--- src/rtl/serial_add_pkg.sv ---
// Shared constants for the bit-serial adder controller: FSM encoding and default width.
package serial_add_pkg;

    localparam int DEFAULT_N = 8;

    typedef enum logic [1:0] {
        IDLE   = 2'd0,
        RUN    = 2'd1,
        FINISH = 2'd2
    } state_t;

endpackage

--- src/rtl/full_adder.sv ---
// Single-bit full adder; the only arithmetic resource shared by the serial controller.
module full_adder (
    input  logic x,
    input  logic y,
    input  logic c_in,
    output logic s,
    output logic c_out
);

    assign s     = x ^ y ^ c_in;
    assign c_out = (x & y) | (c_in & (x ^ y));

endmodule

--- src/rtl/serial_add_ctrl.sv ---
// Bit-serial adder: one full_adder stepped over N-bit operands LSB first, start/done handshake.
// Define SERIAL_ADD_OVF_EN to add the two's-complement overflow output ovf.
module serial_add_ctrl
    import serial_add_pkg::*;
#(
    parameter int N = DEFAULT_N
) (
    input  logic         clk,
    input  logic         reset,
    input  logic         start,
    input  logic [N-1:0] a,
    input  logic [N-1:0] b,
    input  logic         c_in,
    output logic         busy,
    output logic         done,
    output logic [N-1:0] sum,
    output logic         c_out
`ifdef SERIAL_ADD_OVF_EN
    ,
    output logic         ovf
`endif
);

    localparam int CW = (N > 1) ? $clog2(N) : 1;
    localparam logic [CW-1:0] LAST = CW'(N - 1);

    state_t        state_q, state_d;
    logic [N-1:0]  a_sr_q, a_sr_d;
    logic [N-1:0]  b_sr_q, b_sr_d;
    logic [N-1:0]  sum_sr_q, sum_sr_d;
    logic          carry_q, carry_d;
    logic [CW-1:0] cnt_q, cnt_d;
    logic [N-1:0]  sum_q, sum_d;
    logic          c_out_q, c_out_d;
`ifdef SERIAL_ADD_OVF_EN
    logic          c_msb_q, c_msb_d;
    logic          ovf_q, ovf_d;
`endif

    logic fa_s, fa_c;

    full_adder u_fa (
        .x     (a_sr_q[0]),
        .y     (b_sr_q[0]),
        .c_in  (carry_q),
        .s     (fa_s),
        .c_out (fa_c)
    );

    always_comb begin
        // NOTE: every next-state value starts as a copy of its register, so no branch leaves one unassigned and no latch is inferred.
        state_d  = state_q;
        a_sr_d   = a_sr_q;
        b_sr_d   = b_sr_q;
        sum_sr_d = sum_sr_q;
        carry_d  = carry_q;
        cnt_d    = cnt_q;
        sum_d    = sum_q;
        c_out_d  = c_out_q;
`ifdef SERIAL_ADD_OVF_EN
        c_msb_d  = c_msb_q;
        ovf_d    = ovf_q;
`endif
        unique case (state_q)
            IDLE: begin
                if (start) begin
                    a_sr_d  = a;
                    b_sr_d  = b;
                    carry_d = c_in;
                    cnt_d   = '0;
                    state_d = RUN;
                end
            end
            RUN: begin
                a_sr_d   = a_sr_q >> 1;
                b_sr_d   = b_sr_q >> 1;
                // Each result bit enters at the MSB; after N shifts bit 0 sits at position 0.
                sum_sr_d = {fa_s, sum_sr_q[N-1:1]};
                carry_d  = fa_c;
                if (cnt_q == LAST) begin
                    state_d = FINISH;
`ifdef SERIAL_ADD_OVF_EN
                    c_msb_d = carry_q;
`endif
                end else begin
                    cnt_d = cnt_q + CW'(1);
                end
            end
            FINISH: begin
                sum_d   = sum_sr_q;
                c_out_d = carry_q;
`ifdef SERIAL_ADD_OVF_EN
                ovf_d   = c_msb_q ^ carry_q;
`endif
                state_d = IDLE;
            end
            default: state_d = IDLE;
        endcase
    end

    always_ff @(posedge clk) begin
        // NOTE: state registers use non-blocking assignments so every flop samples pre-edge values, matching the hardware.
        if (reset) begin
            state_q  <= IDLE;
            a_sr_q   <= '0;
            b_sr_q   <= '0;
            sum_sr_q <= '0;
            carry_q  <= 1'b0;
            cnt_q    <= '0;
            sum_q    <= '0;
            c_out_q  <= 1'b0;
`ifdef SERIAL_ADD_OVF_EN
            c_msb_q  <= 1'b0;
            ovf_q    <= 1'b0;
`endif
        end else begin
            state_q  <= state_d;
            a_sr_q   <= a_sr_d;
            b_sr_q   <= b_sr_d;
            sum_sr_q <= sum_sr_d;
            carry_q  <= carry_d;
            cnt_q    <= cnt_d;
            sum_q    <= sum_d;
            c_out_q  <= c_out_d;
`ifdef SERIAL_ADD_OVF_EN
            c_msb_q  <= c_msb_d;
            ovf_q    <= ovf_d;
`endif
        end
    end

    assign busy  = (state_q == RUN);
    assign done  = (state_q == FINISH);
    // During the done cycle the completed shift register is shown directly, so the result is valid with done.
    assign sum   = done ? sum_sr_q : sum_q;
    assign c_out = done ? carry_q  : c_out_q;
`ifdef SERIAL_ADD_OVF_EN
    assign ovf   = done ? (c_msb_q ^ carry_q) : ovf_q;
`endif

endmodule

--- config.mk ---
export PLATFORM = sky130hd
export DESIGN_NAME = serial_add_ctrl
export DESIGN_NICKNAME = d
export VERILOG_FILES = /design/src/rtl/serial_add_pkg.sv /design/src/rtl/full_adder.sv /design/src/rtl/serial_add_ctrl.sv
export SDC_FILE = /design/constraint.sdc
export NUM_CORES = 1
export LEC_CHECK = 0
export ABC_CLOCK_PERIOD_IN_PS = 2900
export BUFFER_PORTS_ARGS = -buffer_cell sky130_fd_sc_hd__buf_4
export CORE_ASPECT_RATIO = 1.75
export CORE_MARGIN = 1.5
export CORE_UTILIZATION = 50
export DETAILED_ROUTE_END_ITERATION = 8
export HOLD_SLACK_MARGIN = 0.06
export MAX_ROUTING_LAYER = met4
export PLACE_DENSITY = 0.8
export SYNTH_ARGS = -nofsm -noshare
export SYNTH_HDL_FRONTEND = slang
export SYNTH_SLANG_ARGS = --single-unit
--- constraint.sdc ---
create_clock -name clk -period 2.9 [get_ports clk]
set_clock_uncertainty 0.15 [all_clocks]
set_input_delay 0.145 -clock clk [delete_from_list [all_inputs] [get_ports clk]]
set_output_delay 0.145 -clock clk [all_outputs]
set_load 0.01 [all_outputs]
Word level (Yosys, flattened, before mapping)
Cells that the tools add are included.

storage, ports and cells
  flip-flop bits (word level) = 39
  input port bits = 20
  word-level logic and storage cells = 39

operators by class
  $add $sub $neg = 1
  eq/ne operators = 6
  mux-type cells = 14
  bitwise gates (word level) = 5
  reductions and logical operators = 5

operator list
  cell                   count
  $pmux W8 S2            2
  $mux W8                3
  $mux W3                2
  $pmux W3 S2            1
  $mux W2                2
  $ne A2 B2 Y1 const B   2
  $pmux W2 S2            1
  $reduce_and A2 Y1      2
  $add A3 B1 Y3 const B  1
  $eq A3 B3 Y1 const B   1
  $reduce_and A3 Y1      1
  $and A1 B1 Y1          2
  $eq A2 B1 Y1 const B   1
  $eq A2 B2 Y1 const B   1
  $logic_not A2 Y1       1
  $mux W1                2
  $ne A2 B1 Y1 const B   1
  $pmux W1 S2            1
  $reduce_bool A2 Y1     1
  $xor A1 B1 Y1          2
  $or A1 B1 Y1           1

Logic depth before layout (Yosys ltp)
Gate-level depths: netlist of run 1.

  word-level depth = 4
  depth in mapped cells = 5
  mapped depth without buffers = 5

Hierarchy
Synthesis of run 1 repeated with hierarchy kept, for this count alone.

unflattened totals
  cells, all modules = 198
  area total of the unflattened synthesis = 1769.2 um2

modules (own cells, without submodules)
  module           instances  cells an instance  area each (um2)
  serial_add_ctrl  1          197                1749.2
  full_adder       1          1                  20.0

Least setup slack after synthesis of run 1
Ideal clock, no wire load.

  path kind = register -> register
  from = reg state_q[0]
  to = reg c_out_q
  arrival time = 1.113 ns
  required time = 2.622 ns
  setup slack = 1.510 ns
  cell stages (with the launch flop) = 5
  buffers on the path = 1
  cell sequence = dfxtp_1 -> nand2b_1 -> buf_4 -> mux2_4 -> nor2b_1

between the ends
  longest elaborated chain between the ends = 2

ends and longest elaborated chain
  what                    line                    source
  start, declared         serial_add_ctrl.sv:27   state_t state_q, state_d;
  start signal, assigned  serial_add_ctrl.sv:117  state_q <= state_d;
  $eq A2 B2 Y1            n/a
  $mux W1                 n/a
  net c_out               serial_add_ctrl.sv:17   output logic c_out
  end signal, assigned    serial_add_ctrl.sv:124  c_out_q <= c_out_d;
  end, declared           serial_add_ctrl.sv:34   logic c_out_q, c_out_d;

The timed path passes the listed nets, and every way through them passes these cells.
A chain may end at the register's enable or synchronous reset.

Worst setup path in the final report of run 1
  from = reg state_q[1]
  to = out sum[1]

between the ends
  longest elaborated chain between the ends = 2

ends and longest elaborated chain
  what           line                    source
  $eq A2 B2 Y1   serial_add_ctrl.sv:133  assign done = (state_q == FINISH);
  $mux W8        serial_add_ctrl.sv:135  assign sum = done ? sum_sr_q : sum_q;
  end, declared  serial_add_ctrl.sv:16   output logic [N-1:0] sum,

Every way passes these cells.

==> metrics.md, run 1 <==
| Metric | Value |
|---|---|
| Syn-to-layout area delta | 19.2% |
| Fin. max-slew vios | 0 |
| Worst setup margin | between 0.7 and 0.8 ns |
| CTS Sinks | 39 |
| Post-layout util | 0.614 |
| Arr. time, crit path | 1.84 ns |
| Int Pwr | 0.905 mW |
| Die width | 49.0 µm |
| NumNets Final | 249 |
| Post-CTS setup buffers | 0 |
| Total power | 1.17 mW |
| Cts hold-fix bufs | 2 |
| Placer Congestion | about 0.73 |
| Total negative slack | 0 ns |
| Netlist cell types | 28 |
| Flop and latch count out of synthesis | 39 |
| Final min period | 2.13 ns |
| R2R depth | 4 |
| RSZ-0062 raised after global routing | no |
| Routed WL per cell | 11.9 µm |
| Max Fclk | 469 MHz |
| RR Endpoint | sum_q[6] |
| Port Buffers | 30 |
| Syn_nets | roughly 220 |
| First drt pass iteration count | 4 |
| DIE HEIGHT | 83.5 µm |
| Synthesized area per cell | 9.31 µm² |
| Startpoint types | flip-flop |
| CTS H-tree lvls | 2 |
| First-pass GRT wire length | ~5.5 mm |
| Maximum root-to-sink buffer count | 2 |
| DRT Wirelength | 3.25 mm |
| Leading area contributor after synthesis | dfxtp_1 |
| Worst-path clk slew | 0.07 ns |
| Root Driver | clkbuf_8 |
| Placed insts | 263 |
| # rows | 29 |
| Ys Warns | 0 |
| Maxcap violations | 0 |
| Post-synth top flop | dfxtp_1 |
| Global routing usage on met2 | 0.294 |
| Core area | 3590 µm² |
| Worst Tran Pin Value | 0.649 ns |
| Vias per Instance | 5.15 |
| Fin crit share | 0.736 |
| Ant. Diodes | 0 |
| Asr flop ratio synth | 0 |
| EDFF count, synth | 0 |
| Final hold vios | 0 |
| Yosys top cell area share | 0.422 |
| CTS tree | yes |
| Sequential Power Share | 0.491 |
| Initial antenna violation count | 0 |
| VDD IR max | between 0.0004 and 0.0005 V |
| Met1 Usage GRT | 0.191 |
| Largest net degree at the start of global routing | 42 |
| I/O Pins | 31 |
| Crit Path Class | reg -> out |
| Pleak | 0.925 nW |
| Power share of the clock group | 0.392 |
| Number of routed nets with antenna violations | 0 |
| Vias in the first global route | 1277 |
| Layout cells sized above 1 | 0.295 |
| Cells after synthesis | 199 |
| Most common library cells after synthesis | dfxtp_1, nand2_1, a21oi_1, nor2_1, nand2b_1 |
| Pwr Density | 530 nW/µm² |
| Overall routing resource usage | 0.176 |
| Final setup vio count | 0 |
| PostCTS Resize Cnt | 0 |
| RR Startpoint | state_q[1] |
| Gr ovfl total | 0 |
| Status | finished clean |
| WHS Path Cells | 4 |
| CTS Buf Count | 5 |
| Area contributors post-synth | dfxtp_1, mux2_4, or3b_1, nand2b_1, a21oi_1 |
| Detailed placement HPWL | 2.17 mm |
| Post-route insts no fill | 273 |
| Hold path startpoint | a[2] |
| Max Fanout on Critical Path | 22 |
| R2R setup slack | 1.08 ns |
| Pre-CTS WS | 1.05 ns |
| Logic pwr share | 0.116 |
| Hold WC Path Type | in -> reg |
| Syn Std Cell Area | roughly 1900 µm² |
| Initial Utilization | 0.515 |
| Worst-Skew Late Latency | between 0.2 and 0.3 ns |
| Net Sw Frac | 0.225 |
| Initial DRC count | 38 |
| M3 GR Usage | 0.0502 |
| Switching power of the nets | 0.263 mW |
| Seq/Total Area, Yosys | 0.422 |
| WHS Endpoint | a_sr_q[2] |
| DR vias | 1405 |
| Residual DRC count | 0 |
| Die Area | slightly above 4000 µm² |
| Setup crit end kind | output pin |
| Busiest grt layer | met2 |
| Most frequent cell after synthesis | dfxtp_1 |
| Critical Path RT | 2.61 ns |
| Relative slew slack | 0.567 |
==> layer usage <==
metal	share of wire	vias up
met5	0	-
met4	0.011	0
met3	0.034	4
met2	0.53	25
li1	-	724
met1	0.43	652
==> logic make-up (layout without fill, tap and decap cells) <==
logic type      count (synthesis)  in the layout  synth area share
mux                             9              9            0.0730
simple gates                  100            100             0.323
buf+inv                        16             44            0.0473
flops                          39             39             0.422
fa+ha+maj                       3              3            0.0243
compound gates                 32             32             0.111
==> cell usage in the layout, fill, tap and decap left out, types with 2 or more instances in the layout <==
cell	synthesis	layout
a21oi_2	6	6
or3b_1	15	15
dlygate4sd3_1	0	2
dfxtp_1	39	39
mux2_4	9	9
nand2_1	19	19
a22oi_1	2	2
nor3_1	6	6
nor3_2	9	9
a31oi_1	3	3
clkbuf_8	0	6
nand2b_1	16	16
ha_1	2	2
buf_4	2	32
nor3b_1	2	2
nor2b_1	9	9
nor2_1	18	18
a21oi_1	18	18
nand3_1	4	4
==> power by group through the flow <==
stage | Combinational, mW | Sequential [mW] | Clock [mW]
floorplan | 0.103 | 0.584 | 0
global placement | 0.133 | 0.586 | 0
detailed placement | 0.135 | 0.587 | 0
CTS | 0.138 | 0.574 | 0.467
global route | 0.153 | 0.576 | 0.493
finish | 0.136 | 0.574 | 0.458
==> cell type report <==
| type | instances | area [µm²] |
|---|---|---|
| fill | 322 | 1390 |
| multi-input combinational | 144 | 983 |
| sequential | 39 | 781 |
| timing repair buffer | 34 | 260 |
| clock buffer | 6 | 82.6 |
| tap | 46 | 57.6 |
| clock inverter | 2 | 35.0 |
| inverter | 2 | 7.51 |
==> sequential cells by signal, summed over array words and instances (netlist names) <==
signal	cells
state_q	2
cnt_q	3
c_out_q	1
carry_q	1
sum_q	8
sum_sr_q	8
a_sr_q	8
b_sr_q	8
==> metrics by stage <==
step / instance area [µm²] / hold WS [ns]
2_1_floorplan: 1850 / 0.143
3_3_place_gp: 2070 / 0.236
3_5_place_dp: 2070 / 0.240
4_1_cts: 2210 / 0.106
5_1_grt: 2210 / 0.118
6_report: 2210 / 0.105
==> worst max path at each step <==
stage / from / end / slack (ns)
CTS: state_q[1] / sum[1] / 0.73
finish: state_q[1] / sum[1] / 0.77
floorplan: state_q[0] / c_out_q / 1.51
detailed placement: state_q[1] / sum[1] / 1.05
global route: state_q[1] / sum[1] / 0.65
global placement: state_q[1] / c_out / 1.07
==> critical path: stages, from the launching register on <==
cell	delay, ns
dfxtp_1	0.31
buf_4	0.25
nand2b_1	0.40
mux2_4	0.44
buf_4	0.14
Power figures use the tool's default switching activity.
==> run 2: changes to the inputs <==
--- a/config.mk
+++ b/config.mk
@@ -5,7 +5,7 @@
 export SDC_FILE = /design/constraint.sdc
 export NUM_CORES = 1
 export LEC_CHECK = 0
-export ABC_CLOCK_PERIOD_IN_PS = 2900
+export ABC_CLOCK_PERIOD_IN_PS = 1900
 export BUFFER_PORTS_ARGS = -buffer_cell sky130_fd_sc_hd__buf_4
 export CORE_ASPECT_RATIO = 1.75
 export CORE_MARGIN = 1.5
@@ -13,7 +13,7 @@
 export DETAILED_ROUTE_END_ITERATION = 8
 export HOLD_SLACK_MARGIN = 0.06
 export MAX_ROUTING_LAYER = met4
-export PLACE_DENSITY = 0.8
+export PLACE_DENSITY = 0.83
 export SYNTH_ARGS = -nofsm -noshare
 export SYNTH_HDL_FRONTEND = slang
 export SYNTH_SLANG_ARGS = --single-unit
==> constraint.sdc (replaced) <==
create_clock -name clk -period 1.9 [get_ports clk]
set_clock_uncertainty 0.15 [all_clocks]
set_input_delay 0.095 -clock clk [delete_from_list [all_inputs] [get_ports clk]]
set_output_delay 0.095 -clock clk [all_outputs]
set_load 0.01 [all_outputs]
==> run 2 against run 1 <==
Compared with the run above: die area did not move; utilization down 0.21 points; cell count rose by 0.73%; critical path depth unchanged; critical path type unchanged; register-to-register slack worse by 0.69 ns; largest power group unchanged; non-clock buffer count increased by 2; total power rose by 39%; highest routed layer unchanged.
==> metrics.md, run 2 (synthesized netlist as in run 1, its figures left out) <==
| Metric | Value |
|---|---|
| Critical Path RT | 1.65 ns (was 2.61 ns) |
| Status | finished clean (unchanged) |
| Total negative slack | 0 ns (unchanged) |
| First-pass GRT wire length | 5.79 mm (was 5.49 mm) |
| R2R depth | 4 (unchanged) |
| VDD IR max | 0.000774 V (was 0.000405 V) |
| Fin. max-slew vios | 0 (unchanged) |
| Initial Utilization | 0.515 (unchanged) |
| Arr. time, crit path | 1.51 ns (was 1.84 ns) |
| Total power | 1.63 mW (was 1.17 mW) |
| Port Buffers | 30 (unchanged) |
| Die width | 49.0 µm (unchanged) |
| Power share of the clock group | 0.331 (was 0.392) |
| NumNets Final | 251 (was 249) |
| Final Cell Area | 2200 µm² (was 2210 µm²) |
| Commonest non-fill, non-tap cells in the layout | dfxtp_1, buf_4, nand2_1 (unchanged) |
| Largest net degree at the start of global routing | 42 (unchanged) |
| CTS Sinks | 39 (unchanged) |
| Worst Tran Pin Value | 0.443 ns (was 0.649 ns) |
| Maxcap violations | 0 (unchanged) |
| DRT Wirelength | 3.44 mm (was 3.25 mm) |
| Pleak | 0.914 nW (was 0.925 nW) |
| WHS Path Cells | 4 (unchanged) |
| Hold WC Path Type | in -> reg (unchanged) |
| Worst-Skew Late Latency | 0.29 ns (about the same) |
| # rows | 29 (unchanged) |
| WHS | 0.0563 ns (was 0.105 ns) |
| Die Area | 4090 µm² (unchanged) |
| Placed insts | 263 (unchanged) |
| Vias in the first global route | 1348 (was 1277) |
| Placer Congestion | 0.734 (was 0.733) |
| Layout cells sized above 1 | 0.297 (was 0.295) |
| Relative slew slack | 0.705 (was 0.567) |
| Maximum root-to-sink buffer count | 2 (unchanged) |
| Pre-CTS WS | 0.284 ns (was 1.05 ns) |
| Root Driver | clkbuf_8 (unchanged) |
| Post-route insts no fill | 275 (was 273) |
| RSZ-0062 raised after global routing | no (unchanged) |
| Worst setup margin | 0.140 ns (was 0.766 ns) |
| Vias per Instance | 5.23 (was 5.15) |
| DIE HEIGHT | 83.5 µm (unchanged) |
| Setup crit end kind | output pin (unchanged) |
| Gr ovfl total | 0 (unchanged) |
| Max layer used | met4 (unchanged) |
| Startpoint types | flip-flop (unchanged) |
| DR vias | 1439 (was 1405) |
| Initial DRC count | 37 (was 38) |
| WL met2 | 1.85 mm (was 1.71 mm) |
| Net Sw Frac | 0.253 (was 0.225) |
| Routed WL per cell | 12.5 µm (was 11.9 µm) |
| Switching power of the nets | 0.411 mW (was 0.263 mW) |
| Number of routed nets with antenna violations | 0 (unchanged) |
| Met3 Wirelength | 115 µm (was 109 µm) |
| Sequential Power Share | 0.538 (was 0.491) |
| Final hold vios | 0 (unchanged) |
| Initial antenna violation count | 0 (unchanged) |
| Max Fclk | between 500 and 600 MHz |
| Post-route met1 wirelength | 1.42 mm (was 1.39 mm) |
| Pwr Density | 740 nW/µm² (was 530 nW/µm²) |
| Max Fanout on Critical Path | 41 (was 22) |
| Residual DRC count | 0 (unchanged) |
| Core area | 3590 µm² (unchanged) |
| Ant. Diodes | 0 (unchanged) |
| CTS Buf Count | 5 (unchanged) |
| Detailed placement HPWL | 2.24 mm (was 2.17 mm) |
| Int Pwr | 1.22 mW (was 0.905 mW) |
| Cell Area, Placed | 2070 µm² (unchanged) |
| Fin crit share | 0.926 |
| CTS H-tree lvls | 2 (unchanged) |
| Final min period | 1.76 ns |
| Commonest non-fill, non-tap cell in the layout | dfxtp_1 (unchanged) |
| CTS tree | yes (unchanged) |
| Overall routing resource usage | 0.185 (was 0.176) |
| Syn-to-layout area delta | 18.8% (was 19.2%) |
| Post-layout util | 0.612 (was 0.614) |
| Final setup vio count | 0 (unchanged) |
| Logic pwr share | 0.130 (was 0.116) |
| Worst-path clk slew | 0.08 ns (was 0.07 ns) |
| I/O Pins | 31 (unchanged) |
| Crit Path Class | reg -> out (unchanged) |
| First drt pass iteration count | 4 (unchanged) |
==> run 2: cell count changes in the layout (fill, tap and decap cells not counted), sizes merged <==
cell	delta
clkinvlp	+1
dlygate4sd3	+2
bufinv	-1
==> run 2: area by class of cell <==
type	count	area [µm²]
Clock buffer	6	72.6
Inverter	2	7.51
Clock inverter	2	12.5
Timing Repair Buffer	36	280
Sequential cell	39	781
Multi-Input combinational cell	144	988
Tap cell	46	57.6
Fill cell	325	1390
==> run 2: power groups by stage <==
stage / Clock, mW / Combinational [mW] / Sequential (mW)
after global placement: 0 / 0.202 / 0.894
after CTS: 0.556 / 0.215 / 0.877
after detailed placement: 0 / 0.206 / 0.896
after global routing: 0.581 / 0.236 / 0.882
final: 0.539 / 0.212 / 0.877
after floorplan: 0 / 0.157 / 0.891
==> run 2: path summary, 6_finish.rpt <==
kind / from / end / slack, ns
max: state_q[0] / busy / 0.14
min: a[5] / a_sr_q[5] / 0.06
max reg2reg: state_q[0] / a_sr_q[4] / 0.39
min reg2reg: sum_sr_q[0] / sum_sr_q[0] / 0.31
==> run 2: critical path, stage by stage (launching register included) <==
cell	delay (ns)
dfxtp_1	0.32
buf_4	0.34
nand2b_2	0.22
inv_2	0.19
buf_4	0.15
==> run 2: repair_timing <==
action                     4_1_cts  5_1_grt
gates resized for setup          2        0
hold endpoints to repair         4        0
hold buffers                     4        0
setup buffers                    0        0
setup endpoints to repair       10        0
==> run 2: metal layers <==
| layer | up-vias | global-route usage |
|---|---|---|
| li1 | 729 | - |
| met5 | - | - |
| met2 | 25 | 0.320 |
| met1 | 680 | 0.198 |
| met3 | 5 | 0.0484 |
| met4 | 0 | 0.0701 |
